File: src/rtl/fetch_unit_pkg.sv
// Shared definitions for the instruction-fetch front end.
//   INSTR_BYTES   : byte stride between consecutive instructions
//   fetch_entry_t : {pc, instr} queue entry at the core's default widths
//   FETCH_ASSERT  : clocked check used to catch queue overflow/underflow
package fetch_unit_pkg;

    localparam int unsigned INSTR_BYTES   = 4;
    localparam int unsigned FETCH_ADDR_W  = 64;
    localparam int unsigned FETCH_INSTR_W = 32;

    typedef struct packed {
        logic [FETCH_ADDR_W-1:0]  pc;
        logic [FETCH_INSTR_W-1:0] instr;
    } fetch_entry_t;

endpackage

`ifndef FETCH_ASSERT
`define FETCH_ASSERT(clk, off, cond, msg) \
    assert property (@(posedge clk) disable iff (off) (cond)) else $error(msg);
`endif

File: src/rtl/fetch_unit_if.sv
// Bus bundle between the fetch unit, instruction memory and decode.
//   imem_req/imem_addr/imem_ready      : request channel (fetch -> imem)
//   imem_rvalid/imem_rdata             : in-order response channel (imem -> fetch)
//   out_valid/out_ready/out_instr/
//   out_pc/out_pc_next                 : instruction stream (fetch -> decode)
// master = fetch unit side, slave = memory/decode side.
interface fetch_unit_if
    import fetch_unit_pkg::*;
#(
    parameter int unsigned ADDR_W  = 64,
    parameter int unsigned INSTR_W = 32
);
    logic               imem_req;
    logic [ADDR_W-1:0]  imem_addr;
    logic               imem_ready;
    logic               imem_rvalid;
    logic [INSTR_W-1:0] imem_rdata;
    logic               out_valid;
    logic               out_ready;
    logic [INSTR_W-1:0] out_instr;
    logic [ADDR_W-1:0]  out_pc;
    logic [ADDR_W-1:0]  out_pc_next;

    modport master (
        output imem_req, imem_addr, out_valid, out_instr, out_pc, out_pc_next,
        input  imem_ready, imem_rvalid, imem_rdata, out_ready
    );

    modport slave (
        input  imem_req, imem_addr, out_valid, out_instr, out_pc, out_pc_next,
        output imem_ready, imem_rvalid, imem_rdata, out_ready
    );
endinterface

File: src/rtl/fetch_unit_fifo.sv
// fetch_fifo: synchronous FIFO holding fetched {pc, instr} entries.
//   clk   : clock
//   clear : empties the FIFO; wins over push
//   push  : write din at tail
//   din   : entry to write
//   pop   : drop head entry (caller only pops when count != 0)
//   count : occupancy, 0..DEPTH
//   head  : entry at head (valid when count != 0)
// DEPTH must be a power of two so the pointers wrap on their own.
module fetch_fifo
    import fetch_unit_pkg::*;
#(
    parameter int unsigned WIDTH = 96,
    parameter int unsigned DEPTH = 4
) (
    input  logic                       clk,
    input  logic                       clear,
    input  logic                       push,
    input  logic [WIDTH-1:0]           din,
    input  logic                       pop,
    output logic [$clog2(DEPTH+1)-1:0] count,
    output logic [WIDTH-1:0]           head
);
    localparam int unsigned PTR_W = $clog2(DEPTH);
    localparam int unsigned CNT_W = $clog2(DEPTH+1);

    logic [WIDTH-1:0] mem_q [DEPTH];
    logic [PTR_W-1:0] rd_ptr_q;
    logic [PTR_W-1:0] wr_ptr_q;
    logic [CNT_W-1:0] count_q;

    always_ff @(posedge clk) begin
        if (clear) begin
            rd_ptr_q <= '0;
            wr_ptr_q <= '0;
            count_q  <= '0;
        end else begin
            // Push into a full FIFO is legal when the head leaves the same
            // cycle: the write lands in the slot being vacated.
            if (push) begin
                mem_q[wr_ptr_q] <= din;
                wr_ptr_q        <= wr_ptr_q + PTR_W'(1);
            end
            if (pop) begin
                rd_ptr_q <= rd_ptr_q + PTR_W'(1);
            end
            case ({push, pop})
                2'b10:   count_q <= count_q + CNT_W'(1);
                2'b01:   count_q <= count_q - CNT_W'(1);
                default: count_q <= count_q;
            endcase
        end
    end

    assign count = count_q;
    assign head  = mem_q[rd_ptr_q];

    `FETCH_ASSERT(clk, clear, !(push && !pop && (count_q == CNT_W'(DEPTH))), "fetch_fifo overflow")
    `FETCH_ASSERT(clk, clear, !(pop && (count_q == '0)), "fetch_fifo underflow")

endmodule

File: src/rtl/fetch_unit.sv
// fetch_unit: decoupled instruction-fetch front end.
//   clk            : clock
//   rst            : synchronous active-high reset
//   redirect_valid : taken branch / redirect this cycle
//   redirect_pc    : redirect target (bits [1:0] ignored)
//   bus (master)   : imem request/response channels and the decode stream
// Requests are issued in order while queue occupancy plus outstanding
// requests stays below DEPTH, so every live response has a free slot.
// A redirect flushes the queue and marks all in-flight responses for drop.
module fetch_unit
    import fetch_unit_pkg::*;
#(
    parameter int unsigned      ADDR_W   = 64,
    parameter int unsigned      INSTR_W  = 32,
    parameter int unsigned      DEPTH    = 4,
    parameter logic [ADDR_W-1:0] RESET_PC = '0
) (
    input  logic              clk,
    input  logic              rst,
    input  logic              redirect_valid,
    input  logic [ADDR_W-1:0] redirect_pc,
    fetch_unit_if.master      bus
);
    localparam int unsigned       CNT_W   = $clog2(DEPTH+1);
    localparam int unsigned       ENTRY_W = ADDR_W + INSTR_W;
    localparam logic [ADDR_W-1:0] PC_STEP = ADDR_W'(INSTR_BYTES);

    logic [ADDR_W-1:0]  pc_q;
    logic [ADDR_W-1:0]  resp_pc_q;
    logic [CNT_W-1:0]   outst_q;
    logic [CNT_W-1:0]   drop_q;
    logic [CNT_W-1:0]   count;
    logic [CNT_W:0]     credit_used;
    logic [ADDR_W-1:0]  redirect_target;
    logic [ENTRY_W-1:0] head;
    logic [ADDR_W-1:0]  out_pc;
    logic               issue;
    logic               accept;
    logic               push;
    logic               pop;
    logic               clear;
    logic               out_valid;
    logic               unused_redirect_lsbs;

    assign redirect_target      = {redirect_pc[ADDR_W-1:2], 2'b00};
    assign unused_redirect_lsbs = ^redirect_pc[1:0];

    // Credits cover both buffered entries and requests still in memory.
    assign credit_used = {1'b0, count} + {1'b0, outst_q};
    assign issue       = !rst && !redirect_valid && (credit_used < (CNT_W+1)'(DEPTH));
    assign accept      = issue && bus.imem_ready;
    assign push        = !rst && !redirect_valid && bus.imem_rvalid && (drop_q == '0);
    assign out_valid   = !rst && !redirect_valid && (count != '0);
    assign pop         = out_valid && bus.out_ready;
    assign clear       = rst || redirect_valid;

    always_ff @(posedge clk) begin
        if (rst) begin
            pc_q      <= RESET_PC;
            resp_pc_q <= RESET_PC;
            outst_q   <= '0;
            drop_q    <= '0;
        end else if (redirect_valid) begin
            // Everything still in flight is stale; a response arriving now
            // is discarded here and no longer counts as outstanding.
            pc_q      <= redirect_target;
            resp_pc_q <= redirect_target;
            outst_q   <= outst_q - CNT_W'(bus.imem_rvalid);
            drop_q    <= outst_q - CNT_W'(bus.imem_rvalid);
        end else begin
            if (accept) begin
                pc_q <= pc_q + PC_STEP;
            end
            if (push) begin
                resp_pc_q <= resp_pc_q + PC_STEP;
            end
            if (bus.imem_rvalid && (drop_q != '0)) begin
                drop_q <= drop_q - CNT_W'(1);
            end
            outst_q <= outst_q + CNT_W'(accept) - CNT_W'(bus.imem_rvalid);
        end
    end

    fetch_fifo #(
        .WIDTH (ENTRY_W),
        .DEPTH (DEPTH)
    ) u_fifo (
        .clk   (clk),
        .clear (clear),
        .push  (push),
        .din   ({resp_pc_q, bus.imem_rdata}),
        .pop   (pop),
        .count (count),
        .head  (head)
    );

    assign out_pc          = head[ENTRY_W-1 -: ADDR_W];
    assign bus.imem_req    = issue;
    assign bus.imem_addr   = pc_q;
    assign bus.out_valid   = out_valid;
    assign bus.out_instr   = head[INSTR_W-1:0];
    assign bus.out_pc      = out_pc;
    assign bus.out_pc_next = out_pc + PC_STEP;

endmodule

File: src/flat_wrapper.sv
// flat-port wrapper written by rule: the top's interface ports become plain ports
module fetch_unit_flat import fetch_unit_pkg::*;
#(
    parameter int unsigned      ADDR_W   = 64,
    parameter int unsigned      INSTR_W  = 32,
    parameter int unsigned      DEPTH    = 4,
    parameter logic [ADDR_W-1:0] RESET_PC = '0
)
  (clk, rst, redirect_valid, redirect_pc, bus_imem_req, bus_imem_addr, bus_out_valid, bus_out_instr, bus_out_pc, bus_out_pc_next, bus_imem_ready, bus_imem_rvalid, bus_imem_rdata, bus_out_ready);
  fetch_unit_if #(.ADDR_W(ADDR_W), .INSTR_W(INSTR_W)) bus_i ();
  input  logic clk;
  input  logic rst;
  input  logic redirect_valid;
  input  logic [ADDR_W-1:0] redirect_pc;
  output wire logic [$bits(bus_i.imem_req)-1:0] bus_imem_req;
  output wire logic [$bits(bus_i.imem_addr)-1:0] bus_imem_addr;
  output wire logic [$bits(bus_i.out_valid)-1:0] bus_out_valid;
  output wire logic [$bits(bus_i.out_instr)-1:0] bus_out_instr;
  output wire logic [$bits(bus_i.out_pc)-1:0] bus_out_pc;
  output wire logic [$bits(bus_i.out_pc_next)-1:0] bus_out_pc_next;
  input wire logic [$bits(bus_i.imem_ready)-1:0] bus_imem_ready;
  input wire logic [$bits(bus_i.imem_rvalid)-1:0] bus_imem_rvalid;
  input wire logic [$bits(bus_i.imem_rdata)-1:0] bus_imem_rdata;
  input wire logic [$bits(bus_i.out_ready)-1:0] bus_out_ready;
  assign bus_imem_req = bus_i.imem_req;
  assign bus_imem_addr = bus_i.imem_addr;
  assign bus_out_valid = bus_i.out_valid;
  assign bus_out_instr = bus_i.out_instr;
  assign bus_out_pc = bus_i.out_pc;
  assign bus_out_pc_next = bus_i.out_pc_next;
  assign bus_i.imem_ready = bus_imem_ready;
  assign bus_i.imem_rvalid = bus_imem_rvalid;
  assign bus_i.imem_rdata = bus_imem_rdata;
  assign bus_i.out_ready = bus_out_ready;
  fetch_unit #(.ADDR_W(ADDR_W), .INSTR_W(INSTR_W), .DEPTH(DEPTH), .RESET_PC(RESET_PC)) u_core (.clk(clk), .rst(rst), .redirect_valid(redirect_valid), .redirect_pc(redirect_pc), .bus(bus_i));
endmodule
File: config.mk
export PLATFORM = sky130hd
export DESIGN_NAME = fetch_unit_flat
export DESIGN_NICKNAME = d
export VERILOG_FILES = /design/src/rtl/fetch_unit_pkg.sv /design/src/rtl/fetch_unit_if.sv /design/src/rtl/fetch_unit_fifo.sv /design/src/rtl/fetch_unit.sv /design/src/flat_wrapper.sv
export SDC_FILE = /design/constraint.sdc
export NUM_CORES = 1
export LEC_CHECK = 0
export CORE_UTILIZATION = 45
export CTS_BUF_LIST = sky130_fd_sc_hd__clkbuf_4 sky130_fd_sc_hd__clkbuf_8
export DETAILED_ROUTE_END_ITERATION = 8
export PLACE_DENSITY = 0.68
export SKIP_CTS_REPAIR_TIMING = 1
export SLEW_MARGIN = 20
export SYNTH_ARGS = -nofsm -noshare
export SYNTH_HDL_FRONTEND = slang
export SYNTH_SLANG_ARGS = --single-unit
File: constraint.sdc
create_clock -name clk -period 6 [get_ports clk]
set_input_delay 1.2 -clock clk [delete_from_list [all_inputs] [get_ports clk]]
set_output_delay 1.2 -clock clk [all_outputs]
set_load 0.03 [all_outputs]
==> flow_summary.yaml <==
yosys:
  synth-edff-count: 376
  synth-main-ff-cell: "edfxtp_1"
  syn_area_per_cell_um2: 13.21
  netlist.area_leader.share: 0.4917
  synthCells: 1739
  synth_simple_gate_area_share: 0.1311
  synth-seq-area-share: 0.6128
  synth-async-reset-ratio: 0
  synth_cell_types: 72
  synth_compound_area_frac: 0.06838
  synth_top_family_by_area: "simple AND/OR/NAND/NOR gates"
  yosysWarnings: 0
  yosysMostFrequentCell: "edfxtp_1"
  yosys.area_share.xor_xnor: 0.05378
  syn-cell-area_um2: 22960
  muxShareOfSynthArea: 0.09398
  ys_top_cells_by_area: "edfxtp_1 49%, dfxtp_1 12%, mux4_2 9.1%, xor2_1 2.7%, xnor2_1 2.6%"
  yosysTopAreaCell: "edfxtp_1"
  synthAdderAreaFrac: 0.01046
  synth-seq-cells: 515
  yosys-top-cells-count: "376 x edfxtp_1, 139 x dfxtp_1, 122 x nor2_1, 114 x nand2_1, 93 x mux4_2"
run:
  maxCapViolCount: 0
hold_path:
  hp-class: "reg -> reg"
  hp-start: "u_core.u_fifo.wr_ptr_q[1]$_SDFFE_PP0P_"
sta:
  maxSlewViolCount: 0
  tightest_slew_ps: 960.2
  rsz0062_at_grt: "false"
  finalSetupViolations: 0
  hold_viol: 0
  timing.fmax_mhz: 176.8
  fin_crit_sh: 0.9426
  setup_ws_ps: 344.6
  slew_headroom: 0.3599
  finalCriticalPeriod_ps: 5655
  clock-skew-final_ps: 28.43
  setup_tns_ps: 0
global_routing:
  grt_pass1_vias: 15536
  grt_max_degree: 83
  grt_usage: 0.2317
  overflow: 0
  grt_pass1_wl_um: 92300
  antenna_found_initial: 1
finish:
  final.fill_count: 4097
  final-instance-count-excl-fill: 2832
  fin_area_um2: 28700
  drive_above_1_share: 0.1421
  syn_to_final_growth_pct: 24.99
  n_antenna_cell: 0
  fin_nets: 2210
route:
  viasPerCell: 5.638
  vias: 15966
  wl_per_cell_um: 21.73
  wl_um: 61540
  drt_pass1_iterations: 5
  drt_iter0_drc: 1287
  drc: 0
  ant_nets: 0
worst_setup_path:
  worstPathCellList: "buf_12 > buf_4 > mux4_2 > nand4_2 > nor3_1 > nand4_2 > nor3_1 > xor2_1 > clkdlybuf4s50_1"
  crit_path_end: "bus_out_pc_next[53]"
  critical_path.top_delay_family: "simple AND/OR/NAND/NOR gates"
  path_max_fanout: 33
  r2r-end: "u_core.resp_pc_q[61]$_SDFFE_PP0P_"
  rrSetupSlack_ps: 2830
  crit_required_ps: 4800
  timing.rr.start: "u_core.resp_pc_q[34]$_SDFFE_PP0P_"
  critPathBufInv: 3
  critPathCaptureType: "output pin"
  arrival_ps: 4460
  r2r_cells: 6
  crit_type: "reg -> out"
  crit_slowest_cell: "dfxtp_4"
  start_kind: "flop"
  crit_path_max_incr_delay_ps: 710
  critical_path_depth: 9
placed_design:
  place_ws_ps: 898.0
  placed_area_um2: 26900
  dp.cells: 2673
  io_buffer_count: 319
  place_hpwl_um: 41860
  place.gp.congestion: 0.9041
pwr:
  power_density_nw_per_um2: 274.8
  ir_drop_mv: 0.1275
  p_total_mw: 7.888
  power_leakage_nw: 9.331
floorplan:
  die_h_um: 227.9
  core_um2: 50270
  initial_core_util: 0.4568
  die_x_um: 227.9
  rows: 82
  die_area_um2: 51940
  num_io_pins: 328
cts:
  cts_htree_levels: 3
  numCtsBuffers: 86
  clock-sinks: 515
  cts_tree: "built"
  path_clk_slew_ps: 60
  clkLatencyLatePin_ps: 660
  root_buffer: "clkbuf_8"
  cts_buffer_depth: 3
status:
  status: "completed"
## routing by layer
| layer | global-route usage | up-vias | share of wire |
|---|---|---|---|
| met2 | 0.3509 | 695 | 0.45 |
| met5 | 0 | - | 0 |
| met4 | 0.08221 | 0 | 0.025 |
| met1 | 0.3321 | 7808 | 0.45 |
| met3 | 0.04625 | 106 | 0.081 |
| li1 | - | 7357 | - |
## metrics by stage
| step | util | hold WS (ps) |
|---|---|---|
| global route | 0.5709 | 535.7 |
| floorplan | - | 469.2 |
| finish | 0.5709 | 491.8 |
| global placement | 0.5350 | 478.7 |
| detailed placement | 0.5351 | 490.9 |
| CTS | 0.5704 | 499.3 |
## final cells by class
class                           count  area (um2)  share of cell area
Inverter                           58       217.7            0.007585
Clock buffer                      117        1473             0.05131
Multi-Input combinational cell   1077        8260              0.2878
Sequential cell                   515       14080              0.4906
Tap cell                          672       840.8             0.02929
Clock inverter                     41       301.5             0.01051
Timing Repair Buffer              352        3528              0.1229
## flip-flops by register name, indices dropped and copies added (netlist names), named ones only
register	count
u_core.u_fifo.rd_ptr_q	2
u_core.drop_q	3
u_core.u_fifo.mem_q	376
u_core.bus.imem_addr	62
u_core.outst_q	3
u_core.u_fifo.wr_ptr_q	2
u_core.resp_pc_q	62
u_core.u_fifo.count	3
## how the worst min path moves through the flow
stage	endpoint	slack (ps)	cells past startpoint
4_1_cts	u_core.u_fifo.wr_ptr_q[1]$_SDFFE_PP0P_	500	2
3_3_place_gp	u_core.u_fifo.wr_ptr_q[1]$_SDFFE_PP0P_	480	2
3_5_place_dp	u_core.u_fifo.wr_ptr_q[1]$_SDFFE_PP0P_	490	2
6_report	u_core.u_fifo.wr_ptr_q[1]$_SDFFE_PP0P_	490	2
2_1_floorplan	u_core.u_fifo.wr_ptr_q[1]$_SDFFE_PP0P_	470	2
5_1_grt	u_core.u_fifo.wr_ptr_q[1]$_SDFFE_PP0P_	540	2
## logic make-up after synthesis
logic type,Yosys count
flip-flops,515
other,1
multiplexers,99
AO/OA/AOI/OAI,243
AND/OR/NAND/NOR,570
adder cells (fa/ha/maj),18
buffers and inverters,152
XOR/XNOR,141
## cell usage in the layout (no fill, tap or decap), types with 55 or more instances in the layout
master / count
edfxtp_1: 376
clkdlybuf4s50_1: 317
dfxtp_1: 137
nor2_1: 121
nand2_1: 114
clkbuf_8: 95
mux4_2: 93
xor2_1: 72
a21oi_1: 72
nand3_1: 70
xnor2_1: 69
nand4_1: 59
inv_1: 55
## where the power goes
part | total, mW | leakage [nW] | internal [mW] | switching [mW]
clock network | 3.17 | 0.919 | 1.77 | 1.40
registers | 4.04 | 4.58 | 3.92 | 0.126
logic | 0.681 | 3.83 | 0.285 | 0.396
## worst register-to-register path, cell delays in order (launching register included)
cell,delay [ps]
dfxtp_1,580
nand4_1,260
or4_1,780
nor3_1,810
nor4b_1,380
xnor2_1,160
a21oi_1,80
Note: power is estimated with default switching activity, not from simulation.
